### src/rtl/ahb_dtcm_bridge.sv
// AHB-Lite slave into the shared DTCM port; yields to the core data port and DMA every cycle.
// Build option: define AHB_DTCM_ALIGN_CHECK_EN to reject unaligned or oversized transfers with ERROR.
`ifndef ADDR_WIDTH
`define ADDR_WIDTH 32
`endif
`ifndef DATA_WIDTH
`define DATA_WIDTH 32
`endif

module ahb_dtcm_bridge (
    input  logic                   clk,
    input  logic                   rstn,
    input  logic                   HSEL,
    input  logic [`ADDR_WIDTH-1:0] HADDR,
    input  logic [1:0]             HTRANS,
    input  logic                   HWRITE,
    input  logic [2:0]             HSIZE,
    input  logic [`DATA_WIDTH-1:0] HWDATA,
    input  logic                   HREADY,
    output logic                   HREADYOUT,
    output logic                   HRESP,
    output logic [`DATA_WIDTH-1:0] HRDATA,
    input  logic                   data_dtcm_access,
    input  logic                   dma_dtcm_access,
    output logic                   AHB_dtcm_access,
    output logic                   AHB_tcm_rd0_wr1,
    output logic [3:0]             AHB_tcm_byte_strobe,
    output logic [`ADDR_WIDTH-1:0] AHB_tcm_addr,
    output logic [`DATA_WIDTH-1:0] AHB_tcm_wdata,
    input  logic [`DATA_WIDTH-1:0] AHB_dtcm_rdata,
    input  logic                   AHB_dtcm_rdata_valid
);

    typedef enum logic [2:0] {
        S_IDLE,
        S_WR,
        S_RD_REQ,
        S_RD_WAIT,
        S_ERR1,
        S_ERR2
    } state_t;

    state_t                 r_state;
    state_t                 w_next;
    logic [`ADDR_WIDTH-1:0] r_addr;
    logic                   r_write;
    logic [2:0]             r_size;

    logic w_grant;
    logic w_req;
    logic w_bad;
    logic w_open;
    logic w_accept;

    assign w_grant = !data_dtcm_access & !dma_dtcm_access;
    assign w_req   = HSEL & HTRANS[1] & HREADY;

`ifdef AHB_DTCM_ALIGN_CHECK_EN
    assign w_bad = (HSIZE > 3'd2)
                 || ((HSIZE == 3'd1) && HADDR[0])
                 || ((HSIZE == 3'd2) && (HADDR[1:0] != 2'b00));
`else
    assign w_bad = 1'b0;
`endif

    // w_open marks the cycle in which the current data phase completes and a new address phase may be taken
    always_comb begin
        w_next          = r_state;
        w_open          = 1'b0;
        HREADYOUT       = 1'b1;
        HRESP           = 1'b0;
        AHB_dtcm_access = 1'b0;
        AHB_tcm_rd0_wr1 = 1'b0;
        case (r_state)
            S_IDLE: begin
                w_open = 1'b1;
            end
            S_WR: begin
                if (w_grant) begin
                    AHB_dtcm_access = 1'b1;
                    AHB_tcm_rd0_wr1 = 1'b1;
                    w_open          = 1'b1;
                end else begin
                    HREADYOUT = 1'b0;
                end
            end
            S_RD_REQ: begin
                HREADYOUT = 1'b0;
                if (w_grant) begin
                    AHB_dtcm_access = 1'b1;
                    w_next          = S_RD_WAIT;
                end
            end
            S_RD_WAIT: begin
                if (AHB_dtcm_rdata_valid) begin
                    w_open = 1'b1;
                end else begin
                    HREADYOUT = 1'b0;
                    w_next    = S_RD_REQ;
                end
            end
            S_ERR1: begin
                HREADYOUT = 1'b0;
                HRESP     = 1'b1;
                w_next    = S_ERR2;
            end
            S_ERR2: begin
                HRESP  = 1'b1;
                w_open = 1'b1;
            end
            default: begin
                w_next = S_IDLE;
            end
        endcase
        w_accept = w_open & w_req;
        if (w_open) begin
            if (!w_req)
                w_next = S_IDLE;
            else if (w_bad)
                w_next = S_ERR1;
            else if (HWRITE)
                w_next = S_WR;
            else
                w_next = S_RD_REQ;
        end
    end

    always_ff @(posedge clk or negedge rstn) begin
        if (!rstn) begin
            r_state <= S_IDLE;
            r_addr  <= '0;
            r_write <= 1'b0;
            r_size  <= '0;
        end else begin
            r_state <= w_next;
            if (w_accept) begin
                r_addr  <= HADDR;
                r_write <= HWRITE;
                r_size  <= HSIZE;
            end
        end
    end

    always_comb begin
        AHB_tcm_byte_strobe = 4'b1111;
        if (r_write) begin
            case (r_size)
                3'd0:    AHB_tcm_byte_strobe = 4'b0001 << r_addr[1:0];
                3'd1:    AHB_tcm_byte_strobe = r_addr[1] ? 4'b1100 : 4'b0011;
                default: AHB_tcm_byte_strobe = 4'b1111;
            endcase
        end
    end

    assign AHB_tcm_addr  = r_addr;
    assign AHB_tcm_wdata = HWDATA;
    assign HRDATA        = AHB_dtcm_rdata;

endmodule

### config.mk
export PLATFORM = sky130hd
export DESIGN_NAME = ahb_dtcm_bridge
export DESIGN_NICKNAME = d
export VERILOG_FILES = /design/src/rtl/ahb_dtcm_bridge.sv
export SDC_FILE = /design/constraint.sdc
export NUM_CORES = 1
export LEC_CHECK = 0
export CAP_MARGIN = 20
export CORE_ASPECT_RATIO = 0.5
export CORE_MARGIN = 2
export CORE_UTILIZATION = 35
export DETAILED_ROUTE_END_ITERATION = 7
export DONT_BUFFER_PORTS = 1
export GPL_ROUTABILITY_DRIVEN = 0
export PLACE_DENSITY = 0.51
export SLEW_MARGIN = 20
export SYNTH_ARGS = -nofsm -noshare
export SYNTH_HDL_FRONTEND = slang
export SYNTH_SLANG_ARGS = --single-unit
### constraint.sdc
create_clock -name clk -period 4.57 [get_ports clk]
set_input_delay 0.914 -clock clk [delete_from_list [all_inputs] [get_ports clk]]
set_output_delay 0.914 -clock clk [all_outputs]
set_load 0.01 [all_outputs]
Word level (Yosys, flattened, before mapping)
Cells that the tools add are included.
- bits in registers: 39
- output and inout bits: 104
- input port bits: 109
- logic and storage cells: 44
- bitwise gates (word level): 4
- shifts and indexed selects: 1
- equal/unequal tests: 9
- reductions and logical operators: 10
- mux-type cells: 16
- operator list (operator ; number):
    one-hot mux 3 bit (4 select lines) ; 1
    two-way mux 3 bit ; 3
    two-way mux 4 bit ; 2
    one-hot mux 4 bit (2 select lines) ; 1
    OR reduction 2 bit ; 4
    equality test 3 x 1 -> 1 bit (second input constant) ; 2
    equality test 3 x 2 -> 1 bit (second input constant) ; 2
    equality test 3 bit (second input constant) ; 2
    zero test 3 bit ; 2
    != test 3 bit (second input constant) ; 2
    one-hot mux 1 bit (3 select lines) ; 2
    two-way mux 1 bit ; 5
    bitwise AND 1 bit ; 4
    two-way mux 2 bit ; 2
    left shift 1 x 2 -> 4 bit (first input constant) ; 1
    AND reduction 3 bit ; 1
    OR reduction 3 bit ; 1
    zero test 1 bit ; 2
    != test 2 x 1 -> 1 bit (second input constant) ; 1

Logic depth before layout (Yosys ltp)
- depth in word-level cells: 6
- gate-level depth with buffers: 6
- mapped depth without buffers: 4

Least setup slack after synthesis
Ideal clock, no wire load.
- path type: input port to output port
- start point: input dma_dtcm_access
- end point: output HREADYOUT
- arrival: 1.634 ns
- required time: 3.656 ns
- path buffers: 0
- cell stages on the path: 3
- setup slack: 2.022 ns
- path through: nor4_1 a21oi_1 nand2_1
- word-level cells in the longest chain between the ends: 4
- RTL lines (item ; RTL line ; RTL):
    from (decl) ; 24 ; input logic dma_dtcm_access,
    zero test 1 bit ; 55 ; assign w_grant = !data_dtcm_access & !dma_dtcm_access;
    bitwise AND 1 bit ; 55 ;
    two-way mux 1 bit ; 79 ; if (w_grant) begin
    one-hot mux 1 bit (3 select lines) ; 74 ; case (r_state)
    to (decl) ; 20 ; output logic HREADYOUT,
Every way passes these cells.

Worst setup path after layout
Ends and elaborated chain as after synthesis.

==> impl_results.md <==
* Status: completed
* Commonest cells in the netlist: buf_4, dfrtp_1, mux2_4, o21ai_0
* Gr usage total at between 10% and 20%
* # setup viols final at 0
* Final cycle utilization of the critical path at 58.2%
* TritonCTS clock tree: built
* Site Rows at 20
* Worst-path maximum fanout at 4
* Syn_nets at 288
* Yosys reg bits at 39
* Slew Limit Fails at 0
* Kind of critical path: in2out
* Routed WL at 4850 um
* Cell area after synthesis at between 2000 and 2500 um2
* Ys async rst share at 100%
* First-pass GRT wire length at approximately 6300 um
* Post-Route M1 WL at around 1300 um
* Leakage at 0.000930 uW
* Die H at 60.5 um
* Type of the most critical hold path: in2async
* Pin count of the biggest net entering global routing at 40
* Synth Area per Inst at 12.5 um2
* Share of layout cells above drive strength 1 at 40.8%
* Bufs on Longest Clock Path at 2
* P&R area growth vs syn at -12.0%
* Final hold violation count at 0
* Most frequent cell after synthesis: buf_4
* Syn. warnings at 0
* Pwr dens at between 700 and 800 nW/um2
* Core Util, Final at 32.1%
* Tmin final at 2.66 ns
* Grt total ovfl at 0
* RSZ-0062 raised after global routing: false
* Worst-skew pair later-pin latency at ~0.27 ns
* Starting Density at 36.5%
* I/O Buffers at 0
* TritonCTS buffer count at 5
* Critical path endpoint category: primary output
* Die Area at just over 7000 um2
* Post-synth EDFFs at 0
* Ports at 213
* Leading post-synthesis cells by cell area: dfrtp_1, buf_4, mux2_4, mux2_2, buf_6
* Yosys top cell area share at a little over two fifths
* Die Span X at 117 um
* Crit path DAT at between 1.5 and 2 ns
* Post-CTS setup buffers at 0
* Hold_buf cts at 0
* Area of the multi-input gates at 728 um2
* Met3 wire length at 969 um
* Dpl hpwl at around 3900 um
* Routed vias at slightly below 1000
* VDD IR max at 0.232 mV
* R2R Path Start: r_state[2]
* FMAX at 376 MHz
* Met2 WL at 2520 um
* DR top layer: met4
* Fill cells at 595
* Crit. Startpoint: dma_dtcm_access
* Core area at slightly above 6000 um2
* Ys flop type: dfrtp_1
* Post-synth top area cell: dfrtp_1
* Clock Sinks at 39
* Worst Skew at 0.00315 ns
* Net count, final at 228
* ANT cells at 0
* Seq/Total Area, Yosys at 43.6%
* Data required time of the critical path at 3.66 ns
* Detail Route Antenna Nets at 0
* Post-Syn Instances at 179
* Sequential cell area at 976 um2
* Drt drc at 0
* Vias in the first global route at 1008
* Drt initial violations at 19
* Crit start category: input port
* Worst slew pin tran at roughly 0.75 ns
* CTS resizes at 0
* WL/cell at 23.3 um
* Drt first pass iters at 2
* Reg clk slew, reported paths at roughly 0.060 ns
* Setup TNS at 0 ns
* Yosys cell types at 25
* H-tree depth at 2
* Via density at 4.75
* Antenna violations before repair at 0
* Max-cap violations at 0
* CTS root buffer: clkbuf_16
* Worst slew margin at roughly half
[worst max-delay path: stages]
cell and delay [ns]:
nor4_1 0.59, a21oi_1 0.09, nand2_1 0.15
[where the power goes]
group          internal [uW]  switching (uW)
registers                516             210
logic                    235             107
clock network            199             128
total                    949             445
[cell usage in the layout (no fill, tap or decap), types with 2 or more instances in the layout]
cell / Yosys / routed
mux2_2: 6 / 6
nor3_1: 2 / 2
clkbuf_16: 0 / 5
o21ai_0: 7 / 7
nor2_1: 3 / 3
a21oi_1: 3 / 3
dfrtp_1: 39 / 39
clkinv_2: 0 / 3
inv_1: 2 / 2
mux2_4: 29 / 29
nand2_1: 6 / 6
[sequential cells by signal (all words and copies together) (netlist names)]
| name | cells |
|---|---|
| AHB_tcm_addr | 32 |
| r_size | 3 |
| r_state | 3 |
| r_write | 1 |
[routing by layer]
layer	GRT usage, %	vias to the layer above
met5	0	-
met4	5.38	0
met3	9.39	14
met2	21.6	93
met1	11.0	462
li1	-	420
[final timing paths]
path | to | slack (ns) | cells past startpoint
min in group clk | r_write | 0.49 | 1
setup reg to reg | AHB_tcm_addr[3] | 2.25 | 5
setup / recovery | HREADYOUT | 1.91 | 3
hold reg to reg | r_write | 0.49 | 1
hold / removal | AHB_tcm_addr[17] | 0.33 | 0
max in group asynchronous | AHB_tcm_addr[6] | 4.15 | 0
[stage by stage]
step	cell area [um2]	cells	setup WS (ns)	total power [uW]	hold WS [ns]
6_report	1970	208	1.91	1390	0.331
5_1_grt	1970	208	1.84	1480	0.317
4_1_cts	1970	208	1.90	1410	0.325
3_5_place_dp	1830	200	1.90	1080	0.468
3_3_place_gp	1830	200	1.95	1070	0.476
2_1_floorplan	2240	179	2.02	1070	0.448
[area by class of cell]
| type | count | share of cell area (%) |
|---|---|---|
| well taps | 88 | 5.59 |
| flip-flops and latches | 39 | 49.6 |
| clock buffers | 5 | 6.35 |
| clock inverters | 3 | 0.762 |
| multi-input cells | 70 | 37.0 |
| inverters | 2 | 0.381 |
| repair buffers | 1 | 0.381 |
[cells by family after synthesis]
kind of cell              after synthesis  synth area share, %
buffers and inverters                  70                 23.8
DFF                                    39                 43.6
muxes                                  35                 22.5
and+or+nand+nor                        19                 4.70
AOI/OAI and AO/OA                      15                 4.98
xor gates and xnor gates                1                0.392
Power figures use the tool's default switching activity.
